<file path="src/rtl/mem_pkg.sv">
// Shared encodings and small helpers for the load/store path between the CPU
// datapath and the word-wide dram.
package mem_pkg;

    localparam logic [2:0] OP_LW  = 3'd0;
    localparam logic [2:0] OP_LB  = 3'd1;
    localparam logic [2:0] OP_LBU = 3'd2;
    localparam logic [2:0] OP_LH  = 3'd3;
    localparam logic [2:0] OP_LHU = 3'd4;
    localparam logic [2:0] OP_SW  = 3'd5;
    localparam logic [2:0] OP_SB  = 3'd6;
    localparam logic [2:0] OP_SH  = 3'd7;

    typedef enum logic [1:0] {
        IDLE = 2'd0,
        RD   = 2'd1,
        WR   = 2'd2,
        FIN  = 2'd3
    } state_e;

    function automatic logic is_load(input logic [2:0] op);
        return (op <= OP_LHU);
    endfunction

    function automatic logic is_sub_store(input logic [2:0] op);
        return (op == OP_SB) || (op == OP_SH);
    endfunction

    function automatic logic is_word(input logic [2:0] op);
        return (op == OP_LW) || (op == OP_SW);
    endfunction

    function automatic logic is_half(input logic [2:0] op);
        return (op == OP_LH) || (op == OP_LHU) || (op == OP_SH);
    endfunction

    function automatic logic misaligned(input logic [2:0] op, input logic [1:0] a);
        return (is_word(op) && (a != 2'b00)) || (is_half(op) && a[0]);
    endfunction

    // Used when misalignment is tolerated: drop the offending low bits.
    function automatic logic [31:0] align_addr(input logic [2:0] op, input logic [31:0] a);
        logic [31:0] r;
        r = a;
        if (is_word(op)) r[1:0] = 2'b00;
        else if (is_half(op)) r[0] = 1'b0;
        return r;
    endfunction

endpackage

</file>
<file path="src/rtl/mem_access_unit_lane_unit.sv">
// Byte/half lane logic: extracts and extends a load from the read word and
// builds the merged word for stores (little-endian lanes).
module lane_unit
    import mem_pkg::*;
(
    input  logic [31:0] rword_i,
    input  logic [1:0]  a_i,
    input  logic [2:0]  op_i,
    input  logic [31:0] wdata_i,
    output logic [31:0] load_o,
    output logic [31:0] merge_o
);

    logic [7:0]  byte_sel;
    logic [15:0] half_sel;

    always_comb begin
        byte_sel = rword_i[{a_i, 3'b000} +: 8];
        half_sel = a_i[1] ? rword_i[31:16] : rword_i[15:0];

        load_o = rword_i;
        case (op_i)
            OP_LB:   load_o = {{24{byte_sel[7]}}, byte_sel};
            OP_LBU:  load_o = {24'h0, byte_sel};
            OP_LH:   load_o = {{16{half_sel[15]}}, half_sel};
            OP_LHU:  load_o = {16'h0, half_sel};
            default: load_o = rword_i;
        endcase

        merge_o = rword_i;
        case (op_i)
            OP_SW: merge_o = wdata_i;
            OP_SB: merge_o[{a_i, 3'b000} +: 8] = wdata_i[7:0];
            OP_SH: begin
                if (a_i[1]) merge_o[31:16] = wdata_i[15:0];
                else        merge_o[15:0]  = wdata_i[15:0];
            end
            default: merge_o = rword_i;
        endcase
    end

endmodule

</file>
<file path="src/rtl/mem_access_unit.sv">
// Initiator-side load/store controller: turns MIPS memory ops into word
// reads/writes on the dram port; sub-word stores are read-modify-write.
module mem_access_unit
    import mem_pkg::*;
#(
    parameter logic        ERR_ON_MISALIGN = 1'b1,
    parameter logic [31:0] LOAD_RESET      = 32'h0000_0000
) (
    input  logic        CLK,
    input  logic        rst,
    input  logic        req,
    input  logic [2:0]  op,
    input  logic [31:0] addr,
    input  logic [31:0] wdata,
    output logic        busy,
    output logic        done,
    output logic        err,
    output logic [31:0] load_data,
    output logic        dm_ena,
    output logic        dm_wena,
    output logic [31:0] dm_addr,
    output logic [31:0] dm_wdata,
    input  logic [31:0] dm_rdata,
    output logic [1:0]  dbg_state_o
);

    // CPU handshake: req is sampled only in IDLE; busy is high from the accept
    // edge until FIN ends; done pulses for exactly the FIN cycle with err valid.
    state_e      state_q, state_d;
    logic [2:0]  op_q;
    logic [31:0] addr_q, wdata_q, rword_q, load_data_q, dm_addr_q, dm_wdata_q;
    logic        err_q;
    logic        mis_err;
    logic [31:0] lane_rword, lane_load, lane_merge;

    assign mis_err = ERR_ON_MISALIGN && misaligned(op, addr[1:0]);

    always_ff @(posedge CLK or negedge rst) begin
        if (!rst) state_q <= IDLE;
        else      state_q <= state_d;
    end

    always_comb begin
        state_d = state_q;
        case (state_q)
            IDLE: begin
                if (req) begin
                    if (mis_err)          state_d = FIN;
                    else if (op == OP_SW) state_d = WR;
                    else                  state_d = RD;
                end
            end
            RD:      state_d = is_load(op_q) ? FIN : WR;
            WR:      state_d = FIN;
            FIN:     state_d = IDLE;
            default: state_d = IDLE;
        endcase
    end

    // In RD the word comes straight off the bus so a load completes at that edge.
    assign lane_rword = (state_q == RD) ? dm_rdata : rword_q;

    lane_unit u_lane (
        .rword_i (lane_rword),
        .a_i     (addr_q[1:0]),
        .op_i    (op_q),
        .wdata_i (wdata_q),
        .load_o  (lane_load),
        .merge_o (lane_merge)
    );

    always_ff @(posedge CLK or negedge rst) begin
        if (!rst) begin
            op_q        <= OP_LW;
            addr_q      <= 32'h0;
            wdata_q     <= 32'h0;
            rword_q     <= 32'h0;
            load_data_q <= LOAD_RESET;
            err_q       <= 1'b0;
            dm_addr_q   <= 32'h0;
            dm_wdata_q  <= 32'h0;
        end else begin
            case (state_q)
                IDLE: begin
                    if (req) begin
                        op_q    <= op;
                        addr_q  <= align_addr(op, addr);
                        wdata_q <= wdata;
                        err_q   <= mis_err;
                        if (mis_err) load_data_q <= LOAD_RESET;
                    end
                end
                RD: begin
                    rword_q   <= dm_rdata;
                    dm_addr_q <= dm_addr;
                    if (is_load(op_q)) load_data_q <= lane_load;
                end
                WR: begin
                    dm_addr_q  <= dm_addr;
                    dm_wdata_q <= lane_merge;
                end
                default: ;
            endcase
        end
    end

    assign dm_ena      = (state_q == RD);
    assign dm_wena     = (state_q == WR);
    assign dm_addr     = (state_q == RD || state_q == WR) ? {addr_q[31:2], 2'b00} : dm_addr_q;
    assign dm_wdata    = (state_q == WR) ? lane_merge : dm_wdata_q;
    assign busy        = (state_q != IDLE);
    assign done        = (state_q == FIN);
    assign err         = err_q;
    assign load_data   = load_data_q;
    assign dbg_state_o = state_q;

endmodule

</file>
<file path="config.mk">
export PLATFORM = sky130hd
export DESIGN_NAME = mem_access_unit
export DESIGN_NICKNAME = d
export VERILOG_FILES = /design/src/rtl/mem_pkg.sv /design/src/rtl/mem_access_unit_lane_unit.sv /design/src/rtl/mem_access_unit.sv
export SDC_FILE = /design/constraint.sdc
export NUM_CORES = 1
export LEC_CHECK = 0
export ABC_AREA = 1
export CAP_MARGIN = 10
export CORE_UTILIZATION = 52
export DETAILED_ROUTE_END_ITERATION = 10
export PLACE_DENSITY = 0.91
export SETUP_SLACK_MARGIN = 0.5
export SLEW_MARGIN = 30
export SYNTH_ARGS = -nofsm -noshare
export SYNTH_HDL_FRONTEND = slang
export SYNTH_SLANG_ARGS = --single-unit
</file>
<file path="constraint.sdc">
create_clock -name CLK -period 3.47 [get_ports CLK]
set_input_delay 0.694 -clock CLK [delete_from_list [all_inputs] [get_ports CLK]]
set_output_delay 0.694 -clock CLK [all_outputs]
set_load 0.005 [all_outputs]
</file>
=== Word-level counts from Yosys, hierarchy flattened ===
Cells that the tools add are included.
Widths: inputs -> output; s select.

* Bits of input ports: 102
* Bits in registers: 198
* Latch bits: 0
* Memory bits (read-only): 0
* RAM bits: 0
* Memories kept: 0
* Output and inout bits: 103

* Shift-type cells: 3
* Eq/ne operators: 17
* Order comparisons: 1
* $add $sub $neg: 1
* Reductions and logical operators: 15
* Multipliers: 0
* Bitwise gates (word level): 0
* Muxes and demuxes: 21
* Divide/modulo/power cells: 0

{| class="wikitable"
|+ Operator list
! cell !! count
|-
| $mux 32 || 6
|-
| $pmux 32 s4 || 1
|-
| $pmux 32 s3 || 1
|-
| $pmux 32 s2 || 1
|-
| $mux 16 || 3
|-
| $bwmux 32 || 1
|-
| $shift 8x7->32 const A || 1
|-
| $shiftx 32x6->8 || 1
|-
| $shiftx 8x7->32 || 1
|-
| $eq 3x3->1 const B || 7
|-
| $eq 3x2->1 const B || 3
|-
| $pmux 2 s4 || 1
|-
| $neg 5->7 || 1
|-
| $mux 2 || 3
|-
| $reduce_bool 2->1 || 3
|-
| $logic_or 1x1->1 || 5
|-
| $eq 2x2->1 const B || 2
|-
| $mux 1 || 4
|-
| $ne 2x2->1 const B || 2
|-
| $reduce_and 4->1 || 1
|-
| $eq 3x1->1 const B || 1
|-
| $le 3x3->1 const B || 1
|-
| $logic_not 3->1 || 1
|-
| $eq 2x1->1 const B || 1
|-
| 5 further kinds || 6
|}

=== Logic depth before layout (Yosys ltp) ===
* Word-level depth: 8
* Depth in mapped cells: 14

=== By module ===
Synthesis repeated with hierarchy kept, for this count alone.

* Cell total of the unflattened synthesis: 1,405
* Area total of the unflattened synthesis: 10,428.8 um^2

{| class="wikitable"
|+ By module, submodules not included
! module !! cells each !! area each (um^2) !! times used
|-
| mem_access_unit || 901 || 8,017.7 || 1
|-
| lane_unit || 504 || 2,411.1 || 1
|}

=== Worst setup path after synthesis ===
OpenSTA, ideal clock, no wires.

* Kind: reg2out
* Start: register addr_q[1]
* End: output dm_wdata[0]
* Arrival: 1.947 ns
* Stages on the path, launching flop included: 12
* Slack: 0.829 ns
* Path through: dfrtp_1 buf_4 inv_2 buf_1 ha_1 inv_1 nand3_1 o21ai_2 nand2_1 nand2_1 nand2_1 nand2_1

* Word-level cells in the longest chain between the ends: 5

{| class="wikitable"
|+ RTL lines
! item !! line !! text
|-
| from (decl) || mem_access_unit.sv:31 || <nowiki>logic [31:0] addr_q, wdata_q, rword_q, load_data_q, dm_addr_q, dm_wdata_q;</nowiki>
|-
| from (signal assigned) || mem_access_unit.sv:87 || <nowiki>addr_q <= align_addr(op, addr);</nowiki>
|-
| $neg 5->7 || mem_access_unit_lane_unit.sv:33 || <nowiki>OP_SB: merge_o[{a_i, 3'b000} +: 8] = wdata_i[7:0];</nowiki>
|-
| $shiftx 8x7->32 or $shift 8x7->32 (tied branches) || mem_access_unit_lane_unit.sv:33 ||
|-
| $bwmux 32 || mem_access_unit_lane_unit.sv:33 ||
|-
| $pmux 32 s3 * || mem_access_unit_lane_unit.sv:31 || <nowiki>case (op_i)</nowiki>
|-
| $mux 32 * || mem_access_unit.sv:110 || <nowiki>assign dm_wdata = (state_q == WR) ? lane_merge : dm_wdata_q;</nowiki>
|-
| to (decl) || mem_access_unit.sv:22 || <nowiki>output logic [31:0] dm_wdata,</nowiki>
|}

Every way passes the cells marked *; elsewhere a longest branch is shown, timed or not.

=== Final worst setup path ===
* Start: register addr_q[1]
* End: output dm_wdata[19]

Same word-level chain as after synthesis.

==> results.txt <==
Synth Flop Type = dfrtp_1
Tcrit/Tclk final = 0.872
synthesized area = 9920 µm²
CTS max path bufs = 2
clk root buf = clkbuf_16
die width = 140 µm
number of global-route vias before repair = 9526
setup ws final = 444 ps
Final Hold Fails = 0
drt drc = 0
Port Buffer Count = 204
hold slack final = 219 ps
type of element launching the critical path = flip-flop
commonest non-fill, non-tap cell in the layout = nand2_1
Crit Path Class = reg2out
Crit Path Max Fanout = 4
Area after DPL = 12100 µm²
site row count = 50
slowest stage delay, CP = 400 ps
number of I/O pins = 205
Post-synth EDFFs = 0
Initial Util = 0.530
VDD IR max = 0.000850 V
CTS Hold Buffers Added = 0
total CTS buffers = 17
final WL = 31.5 mm
Syn Inst Count = 1236
post-synthesis average cell area = 8.03 µm²
crit path cell chain = inv_4 > ha_4 > nand2_4 > nor2_4 > buf_4 > nand3_4 > buf_4 > a21oi_2 > nor2_1 > nor2_2 > clkdlybuf4s15_2
sequential-to-total area share from yosys stat = 0.499
Slowest-stage cell, CP = dfrtp_1
routability congestion estimate = 0.960
Tot Pwr = 15.0 mW
most frequent cells in the layout = 532 x nand2_1, 194 x dfrtp_1, 146 x clkdlybuf4s50_1
drt pass-1 iters = 5
number of fill cells in the layout = 1253
Worst-path clk slew = 80 ps
Worst slew margin = 0.562
final setup TNS = 0 ps
clock sink total = 198
Slew @ Worst Pin = 657 ps
MaxCap Viol Count = 0
post-DR vias/cell = 5.54
Min-Delay Path Class = in2async
cell mode on critical path = buf_4
Worst EP arrival = 2330 ps
Final Setup Violations = 0
Mapped Nets = 1347
GRT overflow = 0
CP Data Required Time = 2780 ps
crit end category = output port
worst clock skew = 11.0 ps
fin cells = 1761
core area = 18700 µm²
clk_lat worst skew = 440 ps
RSZ-0062 raised after global routing = true
post-layout min period = 3030 ps
initial antenna violation count = 0
TritonCTS clock tree = built
Via Count = 9758
Finished Core Util = 0.753
Peak Freq = 0.330 GHz
PwrDens = 1070 nW/µm²
full die area = 19600 µm²
register area = 4960 µm²
Placed Cells incl. Taps = 1632
Antenna Nets Post-Route = 0
area delta synth->final = 42.1%
Tot GR Track Use = 0.315
Seq cells post-synth = 198
# nets final = 1625
die height = 140 µm
fin. max-slew vios = 0
post-synthesis cell type count = 37
Async SR Flop Fraction = 1.00
First DRT Iteration DRCs = 1043
dpl ws = 371 ps
largest net degree at the start of global routing = 82
area of the multi-input gates = 4790 µm²
YS warnings = 0
routed len/inst = 17.9 µm
status = finished clean
first-pass GRT wire length = 48.3 mm
Finished Cell Area = 14100 µm²
antenna cells = 0
H-tree Lvls = 4
share of cells above drive strength 1 = 0.228
hpwl dp = 19.5 mm
static leakage = 7.15 nW
## power breakdown
| group | switching, mW | internal [mW] | total (mW) | leakage (nW) |
|---|---|---|---|---|
| registers | 0.550 | 3.32 | 3.87 | 2.47 |
| logic | 4.82 | 4.27 | 9.09 | 4.38 |
| clock network | 0.975 | 1.10 | 2.07 | 0.299 |
| total | 6.34 | 8.69 | 15.0 | 7.15 |
## final cells by class
cell class / instances / share of cell area
clock buffer: 17 / 0.0302
clock inverter: 15 / 0.0132
inverter: 64 / 0.0194
multi-input combinational: 916 / 0.340
sequential: 198 / 0.352
tap: 234 / 0.0208
timing repair buffer: 317 / 0.225
## metal layers
metal	global-route usage	vias up	routed length (µm)
li1	-	4445	-
met1	0.375	4574	11400
met2	0.522	591	15000
met3	0.0903	148	3240
met4	0.156	0	1790
met5	0	-	0
## critical path: cells and delay by family (launching register included)
kind | cells | cell delay, ps
adders and majority gates | 1 | 300
AOI/OAI and AO/OA | 1 | 130
DFF | 1 | 400
and+or+nand+nor | 5 | 440
buffers and inverters | 4 | 610
## what timing repair did
action	in CTS	in global routing
gates resized for setup	145	105
setup buffers	49	38
pin swaps	32	42
endpoints found under the setup margin	64	50
gates cloned	6	4
## cells by family (layout without fill, tap and decap cells)
kind of cell,after synthesis,in the layout,synth area share
buffers and inverters,122,413,0.0573
AOI/OAI and AO/OA,108,108,0.0643
adders and majority gates,9,9,0.0114
and+or+nand+nor,739,739,0.299
DFF,198,198,0.499
muxes,60,60,0.0681
## registers in the layout (all words and copies together), names as in the netlist, 2 cells and up
signal       flops
addr_q          32
dbg_state_o      2
dm_addr_q       32
dm_wdata_q      32
load_data       32
op_q             3
rword_q         32
wdata_q         32
## path summary, 6_finish.rpt
| check | start | endpoint | slack (ps) | cells after the start |
|---|---|---|---|---|
| min in group CLK | load_data[22] | load_data[22] | 480 | 2 |
| max in group asynchronous | rst | load_data[1] | 2340 | 2 |
| worst max-delay path | addr_q[1] | dm_wdata[19] | 440 | 11 |
| worst max register to register | dbg_state_o[0] | load_data[20] | 1210 | 12 |
| worst min-delay path | rst | dm_wdata_q[10] | 220 | 1 |
| worst min register to register | load_data[22] | load_data[22] | 480 | 2 |
## cell usage after synthesis (2+ instances only)
cell type | instances | area [µm²]
a21oi_1 | 16 | 80.1
a22oi_1 | 4 | 30.0
a31oi_1 | 3 | 18.8
buf_1 | 9 | 33.8
buf_2 | 15 | 75.1
buf_4 | 4 | 30.0
buf_6 | 8 | 90.1
clkbuf_1 | 21 | 78.8
dfrtp_1 | 198 | 4950
ha_1 | 9 | 113
inv_1 | 57 | 214
inv_2 | 6 | 22.5
mux2_2 | 60 | 676
nand2_1 | 565 | 2120
nand2_2 | 4 | 25.0
nand2_4 | 3 | 33.8
nand2_8 | 2 | 40.0
nand3_1 | 43 | 215
nand3_4 | 3 | 52.6
nor2_1 | 108 | 405
nor2_2 | 2 | 12.5
o211ai_1 | 8 | 60.1
o211ai_2 | 2 | 25.0
o21ai_0 | 29 | 145
o21ai_1 | 32 | 160
o21ai_2 | 6 | 52.6
o22ai_1 | 6 | 37.5
or2_2 | 4 | 25.0
Power figures use the tool's default switching activity.
